--- src/rtl/sonar_echo_capture_pkg.sv ---
// Shared constants and FSM encoding for the sonar echo capture block.
package sonar_echo_capture_pkg;

    localparam int CLKS_PER_US_DEF = 50;
    localparam int TRIG_US_DEF     = 10;
    localparam int TIMEOUT_US_DEF  = 38000;

    typedef enum logic [2:0] {
        ST_IDLE,
        ST_TRIG,
        ST_WAIT_RISE,
        ST_MEASURE,
        ST_DONE
    } state_e;

endpackage

--- src/rtl/sonar_echo_capture_us_tick_gen.sv ---
// Microsecond prescaler: one-cycle tick every CLKS_PER_US clocks, restartable.
module us_tick_gen #(
    parameter int CLKS_PER_US = 50
) (
    input  logic clk,
    input  logic reset,
    input  logic restart,
    output logic tick
);

    localparam int              CW   = (CLKS_PER_US > 1) ? $clog2(CLKS_PER_US) : 1;
    localparam logic [CW-1:0]   TERM = CW'(CLKS_PER_US - 1);

    logic [CW-1:0] cnt_q, cnt_d;

    assign tick = (cnt_q == TERM);

    always_comb begin
        cnt_d = cnt_q + 1'b1;
        if (restart || tick) cnt_d = '0;
    end

    always_ff @(posedge clk or negedge reset) begin
        if (!reset) cnt_q <= '0;
        else        cnt_q <= cnt_d;
    end

endmodule

--- src/rtl/sonar_echo_capture.sv ---
// Ultrasonic ranger front end: fires a trigger pulse, then times the echo high width in us.
module sonar_echo_capture
    import sonar_echo_capture_pkg::*;
#(
    parameter int CLKS_PER_US = CLKS_PER_US_DEF,
    parameter int TRIG_US     = TRIG_US_DEF,
    parameter int TIMEOUT_US  = TIMEOUT_US_DEF
) (
    input  logic        clk,
    input  logic        reset,
    input  logic        start,
    input  logic        echo_in,
    output logic        trig_out,
    output logic        busy,
    output logic        done,
    output logic        timeout,
    output logic [31:0] width_us
);

    state_e      state_q, state_d;
    logic        sync1_q, echo_s_q, echo_prev_q;
    logic [31:0] us_q, us_d;
    logic [31:0] width_q, width_d;
    logic        tmo_q, tmo_d;
    logic        us_tick;
    logic        restart;

    // Every state change restarts both the prescaler and the per-state us count.
    assign restart = (state_d != state_q);

    us_tick_gen #(.CLKS_PER_US(CLKS_PER_US)) u_tick (
        .clk    (clk),
        .reset  (reset),
        .restart(restart),
        .tick   (us_tick)
    );

    always_comb begin
        state_d = state_q;
        us_d    = us_tick ? us_q + 32'd1 : us_q;
        width_d = width_q;
        tmo_d   = tmo_q;
        case (state_q)
            ST_IDLE: begin
                if (start) begin
                    state_d = ST_TRIG;
                    width_d = '0;
                    tmo_d   = 1'b0;
                end
            end
            ST_TRIG: begin
                if (us_tick && us_q == 32'(TRIG_US - 1)) state_d = ST_WAIT_RISE;
            end
            ST_WAIT_RISE: begin
                // prev must be low, so an echo already high on entry never qualifies
                if (echo_s_q && !echo_prev_q) begin
                    state_d = ST_MEASURE;
                end else if (us_tick && us_q == 32'(TIMEOUT_US - 1)) begin
                    state_d = ST_DONE;
                    tmo_d   = 1'b1;
                    width_d = '0;
                end
            end
            ST_MEASURE: begin
                if (us_tick) width_d = width_q + 32'd1;
                // falling edge beats a coincident saturation tick
                if (!echo_s_q) begin
                    state_d = ST_DONE;
                    tmo_d   = 1'b0;
                end else if (us_tick && width_q == 32'(TIMEOUT_US - 1)) begin
                    state_d = ST_DONE;
                    tmo_d   = 1'b1;
                end
            end
            ST_DONE: state_d = ST_IDLE;
            default: state_d = ST_IDLE;
        endcase
        if (state_d != state_q) us_d = '0;
    end

    always_ff @(posedge clk or negedge reset) begin
        if (!reset) begin
            state_q     <= ST_IDLE;
            sync1_q     <= 1'b0;
            echo_s_q    <= 1'b0;
            echo_prev_q <= 1'b0;
            us_q        <= '0;
            width_q     <= '0;
            tmo_q       <= 1'b0;
        end else begin
            state_q     <= state_d;
            sync1_q     <= echo_in;
            echo_s_q    <= sync1_q;
            echo_prev_q <= echo_s_q;
            us_q        <= us_d;
            width_q     <= width_d;
            tmo_q       <= tmo_d;
        end
    end

    // Decoded straight from the async-reset state so trig drops the moment reset asserts.
    assign trig_out = (state_q == ST_TRIG);
    assign busy     = (state_q != ST_IDLE);
    assign done     = (state_q == ST_DONE);
    assign timeout  = tmo_q;
    assign width_us = width_q;

endmodule
--- config.mk ---
export PLATFORM = sky130hd
export DESIGN_NAME = sonar_echo_capture
export DESIGN_NICKNAME = d
export VERILOG_FILES = /design/src/rtl/sonar_echo_capture_pkg.sv /design/src/rtl/sonar_echo_capture_us_tick_gen.sv /design/src/rtl/sonar_echo_capture.sv
export SDC_FILE = /design/constraint.sdc
export NUM_CORES = 1
export LEC_CHECK = 0
export BUFFER_PORTS_ARGS = -buffer_cell sky130_fd_sc_hd__buf_2
export CAP_MARGIN = 20
export CORE_MARGIN = 4
export CORE_UTILIZATION = 40
export CTS_BUF_LIST = sky130_fd_sc_hd__clkbuf_8
export DETAILED_ROUTE_END_ITERATION = 6
export PLACE_DENSITY = 0.6
export SYNTH_ARGS = -nofsm -noshare
export SYNTH_HDL_FRONTEND = slang
export SYNTH_SLANG_ARGS = --single-unit
--- constraint.sdc ---
create_clock -name clk -period 2.2 [get_ports clk]
set_clock_uncertainty 0.05 [all_clocks]
set_input_delay 0.11 -clock clk [delete_from_list [all_inputs] [get_ports clk]]
set_output_delay 0.11 -clock clk [all_outputs]
set_load 0.03 [all_outputs]
==> results of run 1 <==
==> critical path, cell delays in order (launching register included) <==
cell and delay (ps):
dfrtp_1 410, nor4_4 360, nand4_1 160, buf_6 160, nor4_4 300, buf_4 180, mux2i_1 80, nor3_2 230
buf_4 240, a21oi_1 60
==> routing by layer <==
layer,up-vias,part of all wire (%)
met5,-,0
met4,0,1.3
met3,15,4.3
met2,74,47
met1,1980,47
li1,1953,-
==> flip-flops by register name, summed over array words and instances (netlist names) <==
register,cells
us_q,32
width_us,32
u_tick.cnt_q,6
state_q,3
echo_prev_q,1
echo_s_q,1
sync1_q,1
timeout,1
==> power groups by stage <==
stage | clock, W | combinational, W | sequential [W]
after floorplan | 0 | 0.0000247 | 0.00150
after global placement | 0 | 0.000116 | 0.00148
after detailed placement | 0 | 0.000119 | 0.00148
after CTS | 0.00130 | 0.000125 | 0.00145
after global routing | 0.00138 | 0.000139 | 0.00145
final | 0.00127 | 0.000126 | 0.00145
==> final timing paths <==
check,slack (ps),cells after the start,to,startpoint
worst max-delay path,-120,9,width_us[22],us_q[31]
worst min-delay path,190,3,state_q[0],start
worst max register to register,-120,9,width_us[22],us_q[31]
worst min register to register,330,0,echo_s_q,sync1_q
max in group asynchronous,1270,3,us_q[25],reset
min in group asynchronous,220,2,width_us[22],reset
==> cell families after synthesis <==
| logic type | count (synthesis) | share of synthesized area [%] |
|---|---|---|
| AO/OA/AOI/OAI | 84 | 12.3 |
| XOR/XNOR | 35 | 7.25 |
| adder cells (fa/ha/maj) | 5 | 1.48 |
| buffers and inverters | 30 | 2.84 |
| flip-flops | 77 | 45.6 |
| multiplexers | 2 | 0.474 |
| AND/OR/NAND/NOR | 230 | 30.1 |
==> synthesized netlist by cell type (all sizes together) (2+ instances only) <==
cell type / n / share of area, %
and3: 10 / 1.5
nand2: 36 / 3.2
o21ai: 22 / 2.6
nor3b: 7 / 1.2
o41ai: 2 / 0.41
or2: 2 / 0.30
nand2b: 2 / 0.30
a31oi: 2 / 0.30
a21oi: 26 / 3.2
or3: 5 / 0.74
xor2: 19 / 3.9
nand3: 28 / 3.3
mux2i: 2 / 0.47
o31ai: 20 / 3.6
nor4: 15 / 3.1
buf: 8 / 0.89
nor4b: 4 / 0.98
and2: 5 / 0.77
a21o: 2 / 0.36
nor2: 61 / 5.4
dfrtp: 77 / 46
nand3b: 2 / 0.44
and4: 4 / 0.83
nor2b: 2 / 0.30
or4: 13 / 2.3
o22ai: 2 / 0.30
ha: 5 / 1.5
nor3: 11 / 1.4
inv: 10 / 0.89
clkbuf: 12 / 1.1
nand4: 19 / 3.1
xnor2: 16 / 3.3
==> placed cells by master (no fill, tap or decap), types with 5 or more instances in the layout <==
| cell type | count |
|---|---|
| a21oi_1 | 14 |
| a21oi_2 | 11 |
| and3_1 | 9 |
| buf_2 | 38 |
| buf_4 | 88 |
| buf_6 | 6 |
| clkbuf_8 | 9 |
| dfrtp_1 | 65 |
| dfrtp_2 | 12 |
| inv_1 | 11 |
| nand2_1 | 36 |
| nand3_1 | 26 |
| nand4_1 | 17 |
| nor2_1 | 60 |
| nor3_1 | 9 |
| nor3b_1 | 6 |
| nor4_1 | 7 |
| nor4_4 | 5 |
| o21ai_0 | 16 |
| o21ai_1 | 6 |
| o31ai_1 | 18 |
| or4_1 | 11 |
| xnor2_1 | 16 |
| xor2_1 | 19 |
==> final cells by class <==
type | instances | area [um2] | area share (%)
multi-input cells | 357 | 2420 | 41.6
flip-flops and latches | 77 | 1940 | 33.3
repair buffers | 138 | 1030 | 17.7
well taps | 136 | 170 | 2.92
clock buffers | 9 | 124 | 2.13
clock inverters | 6 | 104 | 1.78
inverters | 10 | 37.5 | 0.644
==> stage by stage <==
stage | instances | cell area (um2)
5_1_grt | 733 | 5830
3_3_place_gp | 705 | 5220
4_1_cts | 728 | 5670
2_1_floorplan | 463 | 4260
3_5_place_dp | 705 | 5220
6_report | 733 | 5830
==> timing repair <==
item / CTS / global route
endpoints found under the hold margin: 38 / 0
pin swaps: 18 / 3
gates cloned: 2 / 2
resized for setup: 31 / 24
setup endpoints to repair: 71 / 66
hold buffers: 2 / 0
buffers inserted: 4 / 3
==> out/metrics.cfg, run 1 <==
[run_status]
status=complete, but fails checks
failed_checks=negative setup slack

[synthesis]
ys_ff_latch=77
yosysWarningCount=0
yosysUniqueCellTypes=54
syn_area_um2=4230
syn_nets=472
ys_seq_area_share_pct=45.6
synth_ff_type=dfrtp_1
netlist_instances=463
synth-edff-count=0
async_flop_share_pct=100
avgSynthCellArea_um2=9.13

[route]
wire_per_inst_um=16.6
drt-vias-per-instance=5.49
dr.pass1.iters=4
drt_iter0_markers=197
ant_nets=0
drc=0
wirelength_um=12200
vias=4022

[final_layout]
final_util_pct=56.4
finalNetCount=602
drive_gt1_share_pct=35.2
nFillCells=897
synthToLayoutAreaGrowth_pct=37.8
antennaDiodeCount=0

[clocking]
tritoncts=yes
root_buffer=clkbuf_8
clockBufferDepth=2
path_clk_slew_ps=90
htreeDepth=3
clk_latency_ps=360
cts_inserted_buffers=9
cts_sinks=77

[pwr]
vdd_drop_max_mv=0.330
switching_share_pct=22.4
combPwrFrac_pct=4.4
pwr_density_cell_nw_per_um2=489
clkPwrFrac_pct=44.7
internal-power_w=0.00221
p_seq_share_pct=50.9
finalPower_w=0.00285
p_sw_w=0.000637
p_leak_nw=2.52

[sta]
final_max_slew_viol_count=0
hold_viol_final=0
worstMarginPinSlew_ps=658
rsz0062_at_grt=true
setup_tns_ps=-3550
setup_violations=50
max_clock_freq_mhz=430
post-route-period-util_pct=106
whs_ps=189
setup_slack_ps=-125
period_minus_slack_ps=2320
slew_headroom_pct=56.1

[critical_path]
path_class=reg -> reg
cp.required_ps=2400
path_max_fanout=6
worst_setup_path_start_kind=flop
worstPathArrival_ps=2530
endpoint_kind=flop

[global_routing]
grt_overflow=0
use_met1_pct=28.6
antenna_found_initial=0
grt_usage_pct=20.0
grt_pass1_vias=3916
grt_pass1_wl_um=20100
use_met3_pct=3.77
top_usage_layer=met2
grt_max_degree=41
grtUsageMet2_pct=30.8

[run]
cap_viol_max_count=0

[hold_path]
hold_class=in -> reg

[floorplanning]
rows=37
die_w_um=111
dieArea_um2=12300
io_pins=40
initial_utilization_pct=41.0
die_h_um=111
core_area_um2=10300

[place]
pre_cts_ws_ps=-285
globalplace.congestion=0.863
hpwlAfterDp_um=8130
portBuffers=39

Note: power is estimated with default switching activity, not from simulation.
==> inputs of run 2 (changes only) <==
- ABC_AREA: default -> 1
- PLACE_DENSITY: 0.6 -> 0.59
==> run 2 against run 1 <==
  * The run now ends clean
  * Largest power group unchanged
  * Fmax increased by 16%
  * Sequential power is essentially flat
  * Combinational power is 67% lower
  * First-iteration DRC count up 52%
  * Final cell count up 14%
  * Die area is 15% higher
  * Flip-flop and latch count did not move
==> out/metrics.cfg, run 2 <==
[critical_path]
timing.rr.start=u_tick.cnt_q[1]
worstPathArrival_ps=2200
endpoint_kind=flop
path_max_fanout=63
rrSetupSlack_ps=190
crit_end=width_us[0]
path_class=reg -> reg
rr_endpoint=width_us[0]
crit_start=u_tick.cnt_q[1]
worst_setup_path_start_kind=flop
worst-r2r-cell-count=12
cp.required_ps=2390

[synthesis]
yosysUniqueCellTypes=36
synth_ff_type=dfrtp_1
ys_top_cells_by_count=nand2_1, nor2_1, dfrtp_1, inv_1, xor2_1
syn_area_um2=4900
async_flop_share_pct=100
synthTopCellsByArea=dfrtp_1, nand2_1, nor2_1
netlist_instances=631
yosysTopAreaCell=dfrtp_1
ys_seq_area_share_pct=39.3
yosysWarningCount=0
ys_ff_latch=77
syn_nets=640
synth.most_common_cell=nand2_1
avgSynthCellArea_um2=7.77
synth-edff-count=0
synth_top_cell_area_share_pct=39.3

[floorplanning]
die_w_um=119
dieArea_um2=14100
io_pins=40
die_h_um=119
core_area_um2=12000
initial_utilization_pct=40.8
rows=40

[sta]
whs_ps=56.2
max_clock_freq_mhz=498
slew_headroom_pct=62.1
post-route-period-util_pct=91.3
final_max_slew_viol_count=0
hold_viol_final=0
period_minus_slack_ps=2010
setup_violations=0
setup_tns_ps=0
rsz0062_at_grt=true
worstMarginPinSlew_ps=568

[global_routing]
grt_max_degree=64
grt_pass1_vias=4301
grt_overflow=0
antenna_found_initial=0
grt_pass1_wl_um=20600
grt_usage_pct=18.1

[route]
vias=4191
met3_length_um=374
wire_per_inst_um=14.3
wl_met1_um=5240
drt_iter0_markers=300
drc=0
wirelength_um=11900
dr.pass1.iters=4
drt-vias-per-instance=5.01
ant_nets=0
highest_layer=met4
met2_length_um=5890

[final_layout]
mostFrequentLayoutCells=nand2_1, nor2_1, dfrtp_1
layout.cells.most_common=nand2_1
synthToLayoutAreaGrowth_pct=14.1
antennaDiodeCount=0
layout.cells.non_filler=836
finalNetCount=694
drive_gt1_share_pct=21.2
final_util_pct=46.6

[run]
cap_viol_max_count=0

[clocking]
clockBufferDepth=2
tritoncts=yes
cts_sinks=77
path_clk_slew_ps=80
clk_latency_ps=370
cts_inserted_buffers=9
htreeDepth=3
root_buffer=clkbuf_8

[place]
portBuffers=39
hpwlAfterDp_um=9060
dp_cells=818
globalplace.congestion=0.912

[run_status]
status=complete, no violations

[pwr]
p_leak_nw=2.39
pwr_density_cell_nw_per_um2=472
vdd_drop_max_mv=0.333

[hold_path]
hold_class=in -> reg

run 2: changes by cell type after synthesis, sizes merged, moves of 12 or more:
cell   previous run  this run
a21oi            26         3
inv              10        61
nand2            36       153
nor2             61       128
nor3             11        27
nor4             15         3
or4              13         0
xor2             19        37
run 2: layer usage:
layer  up-vias  track usage [%]
li1       2133                -
met1      1952             21.2
met2        75             30.8
met3        31             4.31
met4         0             8.76
met5         -                0
run 2: layout make-up:
type	instances	area [um2]
flip-flops and latches	77	1930
clock inverters	5	76.3
well taps	147	184
repair buffers	58	395
inverters	61	229
clock buffers	10	138
multi-input cells	478	2640
fillers	1197	6420
run 2: worst max-delay path, stage by stage (launching register included):
cell	delay (ps)
dfrtp_1	400
inv_1	60
ha_1	150
nand3_2	80
nor2_4	130
inv_2	110
nor3_4	220
nand2_1	110
nand2_2	100
nand3_4	70
buf_12	220
a21oi_2	130
a21oi_1	50
run 2: kinds of logic (layout without fill, tap and decap cells):
family	count (synthesis)	count (layout)	share of synthesized area [%]
compound gates	49	49	8.55
fa+ha+maj	5	5	1.28
buf+inv	76	134	7.07
xor+xnor	50	50	8.94
simple gates	374	374	34.8
flops	77	77	39.3
run 2: what timing repair did:
item / in CTS / in global routing
hold endpoints to repair: 37 / 0
resized for setup: 0 / 4
buffers inserted: 0 / 1
endpoints found under the setup margin: 0 / 5
hold buffers: 2 / 0
run 2: worst min path at each step:
stage / slack [ps] / to / from / cells after the start
6_report: 60 / state_q[0] / start / 3
3_3_place_gp: 70 / us_q[7] / reset / 1
5_1_grt: 80 / state_q[0] / start / 3
3_5_place_dp: 70 / us_q[7] / reset / 1
2_1_floorplan: -240 / echo_prev_q / reset / 0
4_1_cts: 40 / state_q[0] / start / 3
run 2: power breakdown:
part / total (W) / internal, W / switching [W]
combinational: 0.0000411 / 0.0000102 / 0.0000309
clock: 0.00118 / 0.000657 / 0.000522
sequential: 0.00142 / 0.00142 / 0.00000211
total: 0.00264 / 0.00208 / 0.000555
run 2: metrics by stage:
stage / instance area (um2) / setup slack (ps) / total power (W)
2_1_floorplan: 4900 / 217 / 0.00145
3_3_place_gp: 5340 / 223 / 0.00149
3_5_place_dp: 5340 / 178 / 0.00149
4_1_cts: 5570 / 166 / 0.00269
5_1_grt: 5590 / -57.8 / 0.00274
6_report: 5590 / 190 / 0.00264
